File: config.mk
export PLATFORM = sky130hd
export DESIGN_NAME = memory_cell_arbiter_flat
export DESIGN_NICKNAME = d
export VERILOG_FILES = /design/src/rtl/memory_cell_arbiter_pkg.sv /design/src/rtl/memory_cell_arbiter_if.sv /design/src/rtl/memory_cell_arbiter_rsp.sv /design/src/rtl/memory_cell_arbiter.sv /design/src/flat_wrapper.sv
export SDC_FILE = /design/constraint.sdc
export NUM_CORES = 1
export LEC_CHECK = 0
export CORE_AREA = 3 3 103 105
export CTS_CLUSTER_SIZE = 30
export DETAILED_ROUTE_END_ITERATION = 8
export DIE_AREA = 0 0 106 108
export PLACE_DENSITY_LB_ADDON = 0.1
export SLEW_MARGIN = 10
export SYNTH_ARGS = -nofsm -noshare
export SYNTH_HDL_FRONTEND = slang
export SYNTH_HIERARCHICAL = 1
export SYNTH_SLANG_ARGS = --single-unit
File: constraint.sdc
create_clock -name clk -period 2.8 [get_ports clk]
set_input_delay 0.56 -clock clk [delete_from_list [all_inputs] [get_ports clk]]
set_output_delay 0.56 -clock clk [all_outputs]
set_load 0.02 [all_outputs]
File: src/rtl/memory_cell_arbiter_pkg.sv
// Shared types and helpers for the activation-memory arbiter.
//   ADDR_W     : memory address width (4096-entry address space).
//   src_t      : per-read response source tag (none / port A / port B / error).
//   addr_legal : true when an address falls inside the populated depth.
package lstm_mem_pkg;

  localparam int ADDR_W = 12;

  typedef enum logic [1:0] {
    SRC_NONE = 2'd0,
    SRC_A    = 2'd1,
    SRC_B    = 2'd2,
    SRC_ERR  = 2'd3
  } src_t;

  // Zero-extend to 32 bits so the compare against the signed depth is exact.
  function automatic logic addr_legal(input logic [ADDR_W-1:0] addr, input int depth);
    return int'({{(32-ADDR_W){1'b0}}, addr}) < depth;
  endfunction

endpackage

File: src/rtl/memory_cell_arbiter_if.sv
// Bundle of requester, response and memory-port signals around the arbiter.
//   w_*        : write request (valid/ready, address, data)
//   r0_*, r1_* : read requests (valid/ready, address) and responses
//                (rvalid, rdata, rerr)
//   mem_*      : memory port A (write or read) and port B (read), plus the
//                memory's registered read data
//   err_flag   : sticky out-of-range indication
//   rr_ptr     : round-robin pointer, visible for debug (0 = r0 favoured)
//
// Handshake: a request transfers in any cycle where valid and ready are both
// high. Ready is a combinational function of the valids and addresses, so a
// requester must never derive valid from ready. Read responses arrive exactly
// one cycle after the transfer and cannot be back-pressured.
interface memory_cell_arbiter_if #(
  parameter int WIDTH = 32
) ();
  import lstm_mem_pkg::*;

  logic              w_valid;
  logic              w_ready;
  logic [ADDR_W-1:0] w_addr;
  logic [WIDTH-1:0]  w_data;

  logic              r0_valid;
  logic              r0_ready;
  logic [ADDR_W-1:0] r0_addr;
  logic              r0_rvalid;
  logic [WIDTH-1:0]  r0_rdata;
  logic              r0_rerr;

  logic              r1_valid;
  logic              r1_ready;
  logic [ADDR_W-1:0] r1_addr;
  logic              r1_rvalid;
  logic [WIDTH-1:0]  r1_rdata;
  logic              r1_rerr;

  logic              mem_wr_a;
  logic [ADDR_W-1:0] mem_addr_a;
  logic [WIDTH-1:0]  mem_i_a;
  logic [ADDR_W-1:0] mem_addr_b;
  logic [WIDTH-1:0]  mem_o_a;
  logic [WIDTH-1:0]  mem_o_b;

  logic              err_flag;
  logic              rr_ptr;

  // Environment side: requesters plus the memory instance.
  modport master (
    output w_valid, w_addr, w_data,
    output r0_valid, r0_addr, r1_valid, r1_addr,
    output mem_o_a, mem_o_b,
    input  w_ready, r0_ready, r1_ready,
    input  r0_rvalid, r0_rdata, r0_rerr,
    input  r1_rvalid, r1_rdata, r1_rerr,
    input  mem_wr_a, mem_addr_a, mem_i_a, mem_addr_b,
    input  err_flag, rr_ptr
  );

  // Arbiter side.
  modport slave (
    input  w_valid, w_addr, w_data,
    input  r0_valid, r0_addr, r1_valid, r1_addr,
    input  mem_o_a, mem_o_b,
    output w_ready, r0_ready, r1_ready,
    output r0_rvalid, r0_rdata, r0_rerr,
    output r1_rvalid, r1_rdata, r1_rerr,
    output mem_wr_a, mem_addr_a, mem_i_a, mem_addr_b,
    output err_flag, rr_ptr
  );

endinterface

File: src/rtl/memory_cell_arbiter_rsp.sv
// Per-requester read response tracker.
//   clk, rst  : clock, asynchronous active-low reset
//   src_next  : source granted this cycle (SRC_NONE when nothing accepted)
//   mem_o_a/b : memory registered read data
//   rvalid, rdata, rerr : response presented the cycle after the accept
//   tag       : current tag, exposed for debug
module mem_arb_rsp
  import lstm_mem_pkg::*;
#(
  parameter int WIDTH = 32
) (
  input  logic             clk,
  input  logic             rst,
  input  src_t             src_next,
  input  logic [WIDTH-1:0] mem_o_a,
  input  logic [WIDTH-1:0] mem_o_b,
  output logic             rvalid,
  output logic [WIDTH-1:0] rdata,
  output logic             rerr,
  output src_t             tag
);

  // Reloaded every cycle: a tag lives for exactly the one response cycle.
  always_ff @(posedge clk or negedge rst) begin
    if (!rst) tag <= SRC_NONE;
    else      tag <= src_next;
  end

  always_comb begin
    rdata = '0;
    case (tag)
      SRC_A:   rdata = mem_o_a;
      SRC_B:   rdata = mem_o_b;
      default: rdata = '0;
    endcase
  end

  assign rvalid = (tag != SRC_NONE);
  assign rerr   = (tag == SRC_ERR);

endmodule

File: src/rtl/memory_cell_arbiter.sv
// Arbiter sharing one dual-port activation memory between a write requester
// and two read requesters.
//   clk, rst : clock, asynchronous active-low reset
//   bus      : requester handshakes/responses and memory port signals
// Writes always own port A when legal. Reads are granted port B first, then
// port A when no legal write is present; rr_ptr picks the port-B winner when
// both reads are eligible and flips only on such contended cycles.
module memory_cell_arbiter
  import lstm_mem_pkg::*;
#(
  parameter int WIDTH    = 32,
  parameter int NUM      = 2809,
  parameter int TIMESTEP = 1
) (
  input  logic                clk,
  input  logic                rst,
  memory_cell_arbiter_if.slave bus
);

  localparam int DEPTH = NUM * TIMESTEP;

  logic w_legal, w_go;
  logic r0_legal, r1_legal;
  logic r0_elig, r1_elig, contended;
  logic rr_ptr_q, err_q;
  src_t src0, src1;
  src_t tag0, tag1;

  assign w_legal  = addr_legal(bus.w_addr, DEPTH);
  assign w_go     = bus.w_valid & w_legal;
  assign r0_legal = addr_legal(bus.r0_addr, DEPTH);
  assign r1_legal = addr_legal(bus.r1_addr, DEPTH);

  // A read to the address being written this cycle waits a cycle so it sees
  // the new data instead of the stale word.
  assign r0_elig   = bus.r0_valid & r0_legal & ~(w_go & (bus.r0_addr == bus.w_addr));
  assign r1_elig   = bus.r1_valid & r1_legal & ~(w_go & (bus.r1_addr == bus.w_addr));
  assign contended = r0_elig & r1_elig;

  // Grant decision: which source (if any) serves each read this cycle.
  always_comb begin
    src0 = SRC_NONE;
    src1 = SRC_NONE;
    if (bus.r0_valid && !r0_legal) src0 = SRC_ERR;
    if (bus.r1_valid && !r1_legal) src1 = SRC_ERR;
    if (contended) begin
      if (!rr_ptr_q) begin
        src0 = SRC_B;
        src1 = w_go ? SRC_NONE : SRC_A;
      end else begin
        src1 = SRC_B;
        src0 = w_go ? SRC_NONE : SRC_A;
      end
    end else if (r0_elig) begin
      src0 = SRC_B;
    end else if (r1_elig) begin
      src1 = SRC_B;
    end
  end

  assign bus.w_ready  = bus.w_valid;
  assign bus.r0_ready = (src0 != SRC_NONE);
  assign bus.r1_ready = (src1 != SRC_NONE);

  // Memory port drive; idle ports park at address 0.
  always_comb begin
    bus.mem_addr_a = '0;
    bus.mem_addr_b = '0;
    if (w_go)                bus.mem_addr_a = bus.w_addr;
    else if (src0 == SRC_A)  bus.mem_addr_a = bus.r0_addr;
    else if (src1 == SRC_A)  bus.mem_addr_a = bus.r1_addr;
    if (src0 == SRC_B)       bus.mem_addr_b = bus.r0_addr;
    else if (src1 == SRC_B)  bus.mem_addr_b = bus.r1_addr;
  end

  assign bus.mem_wr_a = w_go;
  assign bus.mem_i_a  = bus.w_data;

  always_ff @(posedge clk or negedge rst) begin
    if (!rst) begin
      rr_ptr_q <= 1'b0;
      err_q    <= 1'b0;
    end else begin
      if (contended) rr_ptr_q <= ~rr_ptr_q;
      err_q <= err_q | (bus.w_valid & ~w_legal) | (src0 == SRC_ERR) | (src1 == SRC_ERR);
    end
  end

  assign bus.err_flag = err_q;
  assign bus.rr_ptr   = rr_ptr_q;

  mem_arb_rsp #(.WIDTH(WIDTH)) u_rsp0 (
    .clk      (clk),
    .rst      (rst),
    .src_next (src0),
    .mem_o_a  (bus.mem_o_a),
    .mem_o_b  (bus.mem_o_b),
    .rvalid   (bus.r0_rvalid),
    .rdata    (bus.r0_rdata),
    .rerr     (bus.r0_rerr),
    .tag      (tag0)
  );

  mem_arb_rsp #(.WIDTH(WIDTH)) u_rsp1 (
    .clk      (clk),
    .rst      (rst),
    .src_next (src1),
    .mem_o_a  (bus.mem_o_a),
    .mem_o_b  (bus.mem_o_b),
    .rvalid   (bus.r1_rvalid),
    .rdata    (bus.r1_rdata),
    .rerr     (bus.r1_rerr),
    .tag      (tag1)
  );

endmodule

File: src/flat_wrapper.sv
// flat-port wrapper written by rule: the top's interface ports become plain ports
module memory_cell_arbiter_flat import lstm_mem_pkg::*;
#(
  parameter int WIDTH    = 32,
  parameter int NUM      = 2809,
  parameter int TIMESTEP = 1
)
  (clk, rst, bus_w_valid, bus_w_addr, bus_w_data, bus_r0_valid, bus_r0_addr, bus_r1_valid, bus_r1_addr, bus_mem_o_a, bus_mem_o_b, bus_w_ready, bus_r0_ready, bus_r1_ready, bus_r0_rvalid, bus_r0_rdata, bus_r0_rerr, bus_r1_rvalid, bus_r1_rdata, bus_r1_rerr, bus_mem_wr_a, bus_mem_addr_a, bus_mem_i_a, bus_mem_addr_b, bus_err_flag, bus_rr_ptr);
  memory_cell_arbiter_if #(.WIDTH(WIDTH)) bus_i ();
  input  logic clk;
  input  logic rst;
  input wire logic [$bits(bus_i.w_valid)-1:0] bus_w_valid;
  input wire logic [$bits(bus_i.w_addr)-1:0] bus_w_addr;
  input wire logic [$bits(bus_i.w_data)-1:0] bus_w_data;
  input wire logic [$bits(bus_i.r0_valid)-1:0] bus_r0_valid;
  input wire logic [$bits(bus_i.r0_addr)-1:0] bus_r0_addr;
  input wire logic [$bits(bus_i.r1_valid)-1:0] bus_r1_valid;
  input wire logic [$bits(bus_i.r1_addr)-1:0] bus_r1_addr;
  input wire logic [$bits(bus_i.mem_o_a)-1:0] bus_mem_o_a;
  input wire logic [$bits(bus_i.mem_o_b)-1:0] bus_mem_o_b;
  output wire logic [$bits(bus_i.w_ready)-1:0] bus_w_ready;
  output wire logic [$bits(bus_i.r0_ready)-1:0] bus_r0_ready;
  output wire logic [$bits(bus_i.r1_ready)-1:0] bus_r1_ready;
  output wire logic [$bits(bus_i.r0_rvalid)-1:0] bus_r0_rvalid;
  output wire logic [$bits(bus_i.r0_rdata)-1:0] bus_r0_rdata;
  output wire logic [$bits(bus_i.r0_rerr)-1:0] bus_r0_rerr;
  output wire logic [$bits(bus_i.r1_rvalid)-1:0] bus_r1_rvalid;
  output wire logic [$bits(bus_i.r1_rdata)-1:0] bus_r1_rdata;
  output wire logic [$bits(bus_i.r1_rerr)-1:0] bus_r1_rerr;
  output wire logic [$bits(bus_i.mem_wr_a)-1:0] bus_mem_wr_a;
  output wire logic [$bits(bus_i.mem_addr_a)-1:0] bus_mem_addr_a;
  output wire logic [$bits(bus_i.mem_i_a)-1:0] bus_mem_i_a;
  output wire logic [$bits(bus_i.mem_addr_b)-1:0] bus_mem_addr_b;
  output wire logic [$bits(bus_i.err_flag)-1:0] bus_err_flag;
  output wire logic [$bits(bus_i.rr_ptr)-1:0] bus_rr_ptr;
  assign bus_i.w_valid = bus_w_valid;
  assign bus_i.w_addr = bus_w_addr;
  assign bus_i.w_data = bus_w_data;
  assign bus_i.r0_valid = bus_r0_valid;
  assign bus_i.r0_addr = bus_r0_addr;
  assign bus_i.r1_valid = bus_r1_valid;
  assign bus_i.r1_addr = bus_r1_addr;
  assign bus_i.mem_o_a = bus_mem_o_a;
  assign bus_i.mem_o_b = bus_mem_o_b;
  assign bus_w_ready = bus_i.w_ready;
  assign bus_r0_ready = bus_i.r0_ready;
  assign bus_r1_ready = bus_i.r1_ready;
  assign bus_r0_rvalid = bus_i.r0_rvalid;
  assign bus_r0_rdata = bus_i.r0_rdata;
  assign bus_r0_rerr = bus_i.r0_rerr;
  assign bus_r1_rvalid = bus_i.r1_rvalid;
  assign bus_r1_rdata = bus_i.r1_rdata;
  assign bus_r1_rerr = bus_i.r1_rerr;
  assign bus_mem_wr_a = bus_i.mem_wr_a;
  assign bus_mem_addr_a = bus_i.mem_addr_a;
  assign bus_mem_i_a = bus_i.mem_i_a;
  assign bus_mem_addr_b = bus_i.mem_addr_b;
  assign bus_err_flag = bus_i.err_flag;
  assign bus_rr_ptr = bus_i.rr_ptr;
  memory_cell_arbiter #(.WIDTH(WIDTH), .NUM(NUM), .TIMESTEP(TIMESTEP)) u_core (.clk(clk), .rst(rst), .bus(bus_i));
endmodule
; ---- Word-level counts from Yosys, hierarchy flattened
; Cells that the tools add are included.
; Widths: inputs -> output; s select.
[totals]
reg_bits = 6
out_inout_bits = 130
romBits = 0
input_bits = 137
word_cells = 62
latchBits = 0
n_memories = 0
ramBits = 0
[classes]
multipliers = 0
magnitude_cmp = 3
shift = 0
bitwise_logic = 16
add_sub_neg = 0
n_div = 0
n_reduce_logical = 8
muxes = 17
n_eq_ne = 14
[ops]
columns = cell, count
row1 = $pmux 32 s2, 2
row2 = $mux 12, 5
row3 = $lt 12x12->1 const B, 3
row4 = $eq 12x12->1, 2
row5 = $mux 2, 9
row6 = $eq 2x2->1 const B, 8
row7 = $and 1x1->1, 9
row8 = $eq 2x1->1 const B, 4
row9 = $reduce_bool 2->1, 4
row10 = $not 1->1, 4
row11 = $or 1x1->1, 3
row12 = $logic_and 1x1->1, 2
row13 = $logic_not 1->1, 2
row14 = $mux 1, 1

; ---- Logic depth before layout (Yosys ltp)
[logic_depth]
depth_word = 12
mapped_depth = 7
mapped_depth_nobuf = 6

; ---- Modules after synthesis
; Netlist, hierarchy kept.
[by_module_without_submodules]
columns = module, cells_each, seq_area_each_um2, area_each_um2, n_inst
row1 = mem_arb_rsp, 82, 50.0, 645.6, 2
row2 = memory_cell_arbiter, 170, 50.0, 1271.2, 1

; ---- Worst setup path before layout
; No wires, ideal clock.
[synth_timing]
path_kind = input to output
startpoint = input bus_w_addr[5]
endpoint = output bus_mem_addr_b[1]
stages = 7
required_ns = 2.240
path_buffers = 1
slack_ns = 0.180
arrival_ns = 2.060
path_cell_list = xor2_1 -> nor4_1 -> nand3_1 -> or2_4 -> a311oi_4 -> buf_6 -> a22o_1
[synth_via]
elab_chain_len = 11
elab_cells_between_ends = 23
classes_between = 1 x order compare / 4 x eq/ne / 10 x mux / 8 x bitwise
[synth_lines]
columns = item, line_no
row1 = "start, declared", flat_wrapper.sv:13  ; input wire logic [$bits(bus_i.w_addr)-1:0] bus_w_addr;
row2 = $lt 12x12->1, memory_cell_arbiter_pkg.sv:18  ; return int'({{(32-ADDR_W){1'b0}}, addr}) < depth;
row3 = $and 1x1->1, memory_cell_arbiter.sv:30  ; assign w_go = bus.w_valid & w_legal;
row4 = $and 1x1->1, memory_cell_arbiter.sv:37  ; assign r1_elig = bus.r1_valid & r1_legal & ~(w_go & (bus.r1_addr == bus.w_addr));
row5 = $not 1->1, memory_cell_arbiter.sv:37
row6 = $and 1x1->1, memory_cell_arbiter.sv:37
row7 = $mux 2, memory_cell_arbiter.sv:56  ; end else if (r1_elig) begin
row8 = $mux 2, memory_cell_arbiter.sv:54  ; end else if (r0_elig) begin
row9 = $mux 2, memory_cell_arbiter.sv:46  ; if (contended) begin
row10 = $eq 2x2->1, memory_cell_arbiter.sv:73  ; else if (src1 == SRC_B) bus.mem_addr_b = bus.r1_addr;
row11 = $mux 12, memory_cell_arbiter.sv:73
row12 = $mux 12 (*), memory_cell_arbiter.sv:72  ; if (src0 == SRC_B) bus.mem_addr_b = bus.r0_addr;
row13 = "end, declared", flat_wrapper.sv:33  ; output wire logic [$bits(bus_i.mem_addr_b)-1:0] bus_mem_addr_b;
; Mark *: on every way between the ends. The rest lies on a longest branch, timed or not.

; ---- Worst setup path in the final report
[layout_timing]
startpoint = input bus_w_addr[4]
endpoint = output bus_mem_addr_b[0]
; The elaborated chain is that of the path after synthesis.

==> results.txt <==
Max Root-Sink Buffers: 2
Layout cells sized above 1: 34.5%
Yosys reg bits: 6
Most common cell after layout, fill and taps aside: clkdlybuf4s50_1
Commonest non-fill, non-tap cells in the layout: clkdlybuf4s50_1 (137), buf_4 (74), nor2b_1 (65)
Routability cong.: 0.859
Worst R2R Path Depth: 4
Worst-margin pin slew: 0.300 ns
Chip width: 106 um
Drt pass-1 iters: 4
Failing checks: negative setup slack
Final WS setup: -0.177 ns
Diodes inserted: 0
DR WL/cell: 17.9 um
Crit path largest cell delay: 0.31 ns
Max Clk Rate: 336 MHz
Largest net degree at the start of global routing: 33
Final wirelength: 12600 um
First-pass GRT wire length: 19200 um
Setup slack, reg-to-reg: 1.34 ns
Count of cell types in the netlist: 41
Die Y: 108 um
Vias: 3500
Setup crit start kind: input port
Mean Syn Cell Area: 7.67 um2
Synth-to-Final Area Change: 105%
CP max-delay cell: nor4_2
Final instance area: 5260 um2
Remaining DRCs: 0
Critical path capture point type: primary output
Vias in the first global route: 3647
CTS tree: yes
CORE AREA: 9730 um2
YS warnings: 6
Cell Chain, Critical Path: buf_6 -> xor2_2 -> nor4_2 -> nand3_1 -> or2_4 -> a311oi_4 -> buf_4 -> clkbuf_16 -> a22o_1 -> buf_6
Crit Path Max Fanout: 6
Final Max Tran Viols: 0
Clock Sink Count: 6
Met3 Wirelength: 913 um
Slew margin rel.: 79.8%
Worst R2R End: u_core/u_rsp1/tag[1]$_DFF_PN0_
Final-report setup violation count: 14
M1 WL: 4670 um
Metal2 WL: 6550 um
H-Tree Depth: 1
I/O Buffers: 202
GR Overflow Total: 0
Finished Core Util: 54.0%
Die area: 11400 um2
# hold bufs at CTS: 0
Synthesized area: 2560 um2
Setup CP Type: in -> out
EDFF count, synth: 0
Root buffer cell: clkbuf_8
Worst Hold End: u_core/bus.err_flag$_DFF_PN0_
Uppermost layer routed: met4
Cell Rows: 36
Hold WS: 0.507 ns
Post-route ant nets: 0
Worst Path Buf+Inv: 4
Syn Nets: 479
Final HPWL DP: 9250 um
Post-synth top flop: dfrtp_1
Startpoint of the worst hold path: u_core/bus.err_flag$_DFF_PN0_
Clk_skew: 0.00156 ns
Ys async rst share: 100%
PwrDens: 332 nW/um2
Hold/Removal Path Class: reg -> reg
Hold path depth: 2
RSZ-0062 raised after global routing: true
Post-synthesis sequential area ratio: 5.86%
WP data arrival: 2.42 ns
Fillers: 977
Net count, final: 715
Maximum vdd drop: 0.142 mV
Post-DP Area: 4810 um2
Initial core utilization: 26.3%
Skew-Pair Late Insertion Delay: 0.22 ns
Clock transition at the registers of the reported paths: 0.04 ns
DRT iter0 DRCs: 151
Final period utilization: 106%
CTS Buf Count: 3
Run status: finished, violations left
P_leak: 2.12 nW
Initial antenna violation count: 0
All-Layer GR Usage: 20.6%
Mapped Cells: 334
Final Hold Viols: 0
Reg2reg start: u_core/bus.rr_ptr$_DFFE_PN0N_
Min Tclk post-route: 2.98 ns
Via/cell ratio: 4.99
CP required: 2.24 ns
Critical path launch point: bus_w_addr[4]
Max Cap Violations: 0
Ports: 267
Family with the most delay on the worst path: simple AND/OR/NAND/NOR gates
Most used cell along the critical path: buf_6
## metal layers
layer / up-vias / track usage, %
li1: 1643 / -
met1: 1651 / 22.0
met2: 172 / 39.3
met3: 34 / 4.30
met4: 0 / 8.97
met5: - / 0
## cell usage after synthesis, types with 2 or more instances
master	instances	area [um2]
xor2_1	24	210
nor2b_1	66	413
or2_1	2	12.5
a22oi_1	58	435
mux2i_1	11	110
nor4_1	5	31.3
a22oi_2	6	75.1
inv_1	11	41.3
nand3_1	5	25.0
nand2_1	15	56.3
buf_4	33	248
dfrtp_1	6	150
a22o_2	2	20.0
nor3_1	3	15.0
a22o_1	10	87.6
o21ai_0	15	75.1
ha_1	8	100
a21oi_1	8	40.0
clkbuf_1	10	37.5
buf_6	13	146
nand4_1	3	18.8
## registers in the layout, indices dropped and copies added, names as in the netlist
name,flops
u_core/bus.rr_ptr,1
u_core/u_rsp0/tag,2
u_core/bus.err_flag,1
u_core/u_rsp1/tag,2
## area by class of cell
| cell class | count | area (um2) | share of cell area [%] |
|---|---|---|---|
| clock buffer | 3 | 41.3 | 0.786 |
| inverter | 11 | 41.3 | 0.786 |
| multi-input combinational | 260 | 2160 | 41.1 |
| sequential | 6 | 150 | 2.86 |
| tap | 133 | 166 | 3.17 |
| timing repair buffer | 288 | 2700 | 51.3 |
## worst max-delay path by stage
stage	to	slack (ns)	cells past startpoint
6_report	bus_mem_addr_b[0]	-0.18	10
5_1_grt	bus_mem_addr_b[0]	-0.25	10
4_1_cts	bus_mem_addr_b[0]	-0.19	9
3_5_place_dp	bus_mem_addr_b[8]	-1.02	9
3_3_place_gp	bus_mem_addr_b[8]	-0.99	9
2_1_floorplan	bus_mem_addr_b[1]	0.18	7
## through the flow
stage | setup TNS, ns | worst slack [ns] | total power (W) | std cells
6_report | -1.98 | -0.177 | 0.00174 | 701
5_1_grt | -2.76 | -0.245 | 0.00185 | 701
4_1_cts | -2.27 | -0.194 | 0.00172 | 698
3_5_place_dp | -24.21 | -1.02 | 0.00154 | 670
3_3_place_gp | -24.04 | -0.991 | 0.00153 | 670
2_1_floorplan | 0 | 0.180 | 0.000918 | 334
## tightest hold or removal path, delay by kind of cell (launching register included)
| family | cells | cell delay, ns |
|---|---|---|
| flip-flops | 1 | 0.35 |
| AND/OR/NAND/NOR | 1 | 0.07 |
| AO/OA/AOI/OAI | 1 | 0.05 |
## cells by family (layout without fill, tap and decap cells)
kind of cell	count (synthesis)	count (layout)	synth area share (%)
buffers and inverters	68	302	18.7
XOR/XNOR	25	25	8.54
adder cells (fa/ha/maj)	8	8	3.91
multiplexers	12	12	4.74
AO/OA/AOI/OAI	105	105	32.0
flip-flops	6	6	5.86
AND/OR/NAND/NOR	110	110	26.3
## report_power, final
group / internal [W] / total (W) / switching (W)
clock: 0.0000923 / 0.000129 / 0.0000366
combinational: 0.000767 / 0.00150 / 0.000728
sequential: 0.000101 / 0.000120 / 0.0000188
total: 0.000960 / 0.00174 / 0.000784
## timing repair
action	4_1_cts	5_1_grt
setup buffers	24	6
pin swaps	36	25
resized for setup	308	57
cloned	1	0
setup endpoints to repair	27	49
No activity file was read; power rests on OpenSTA's default activity.
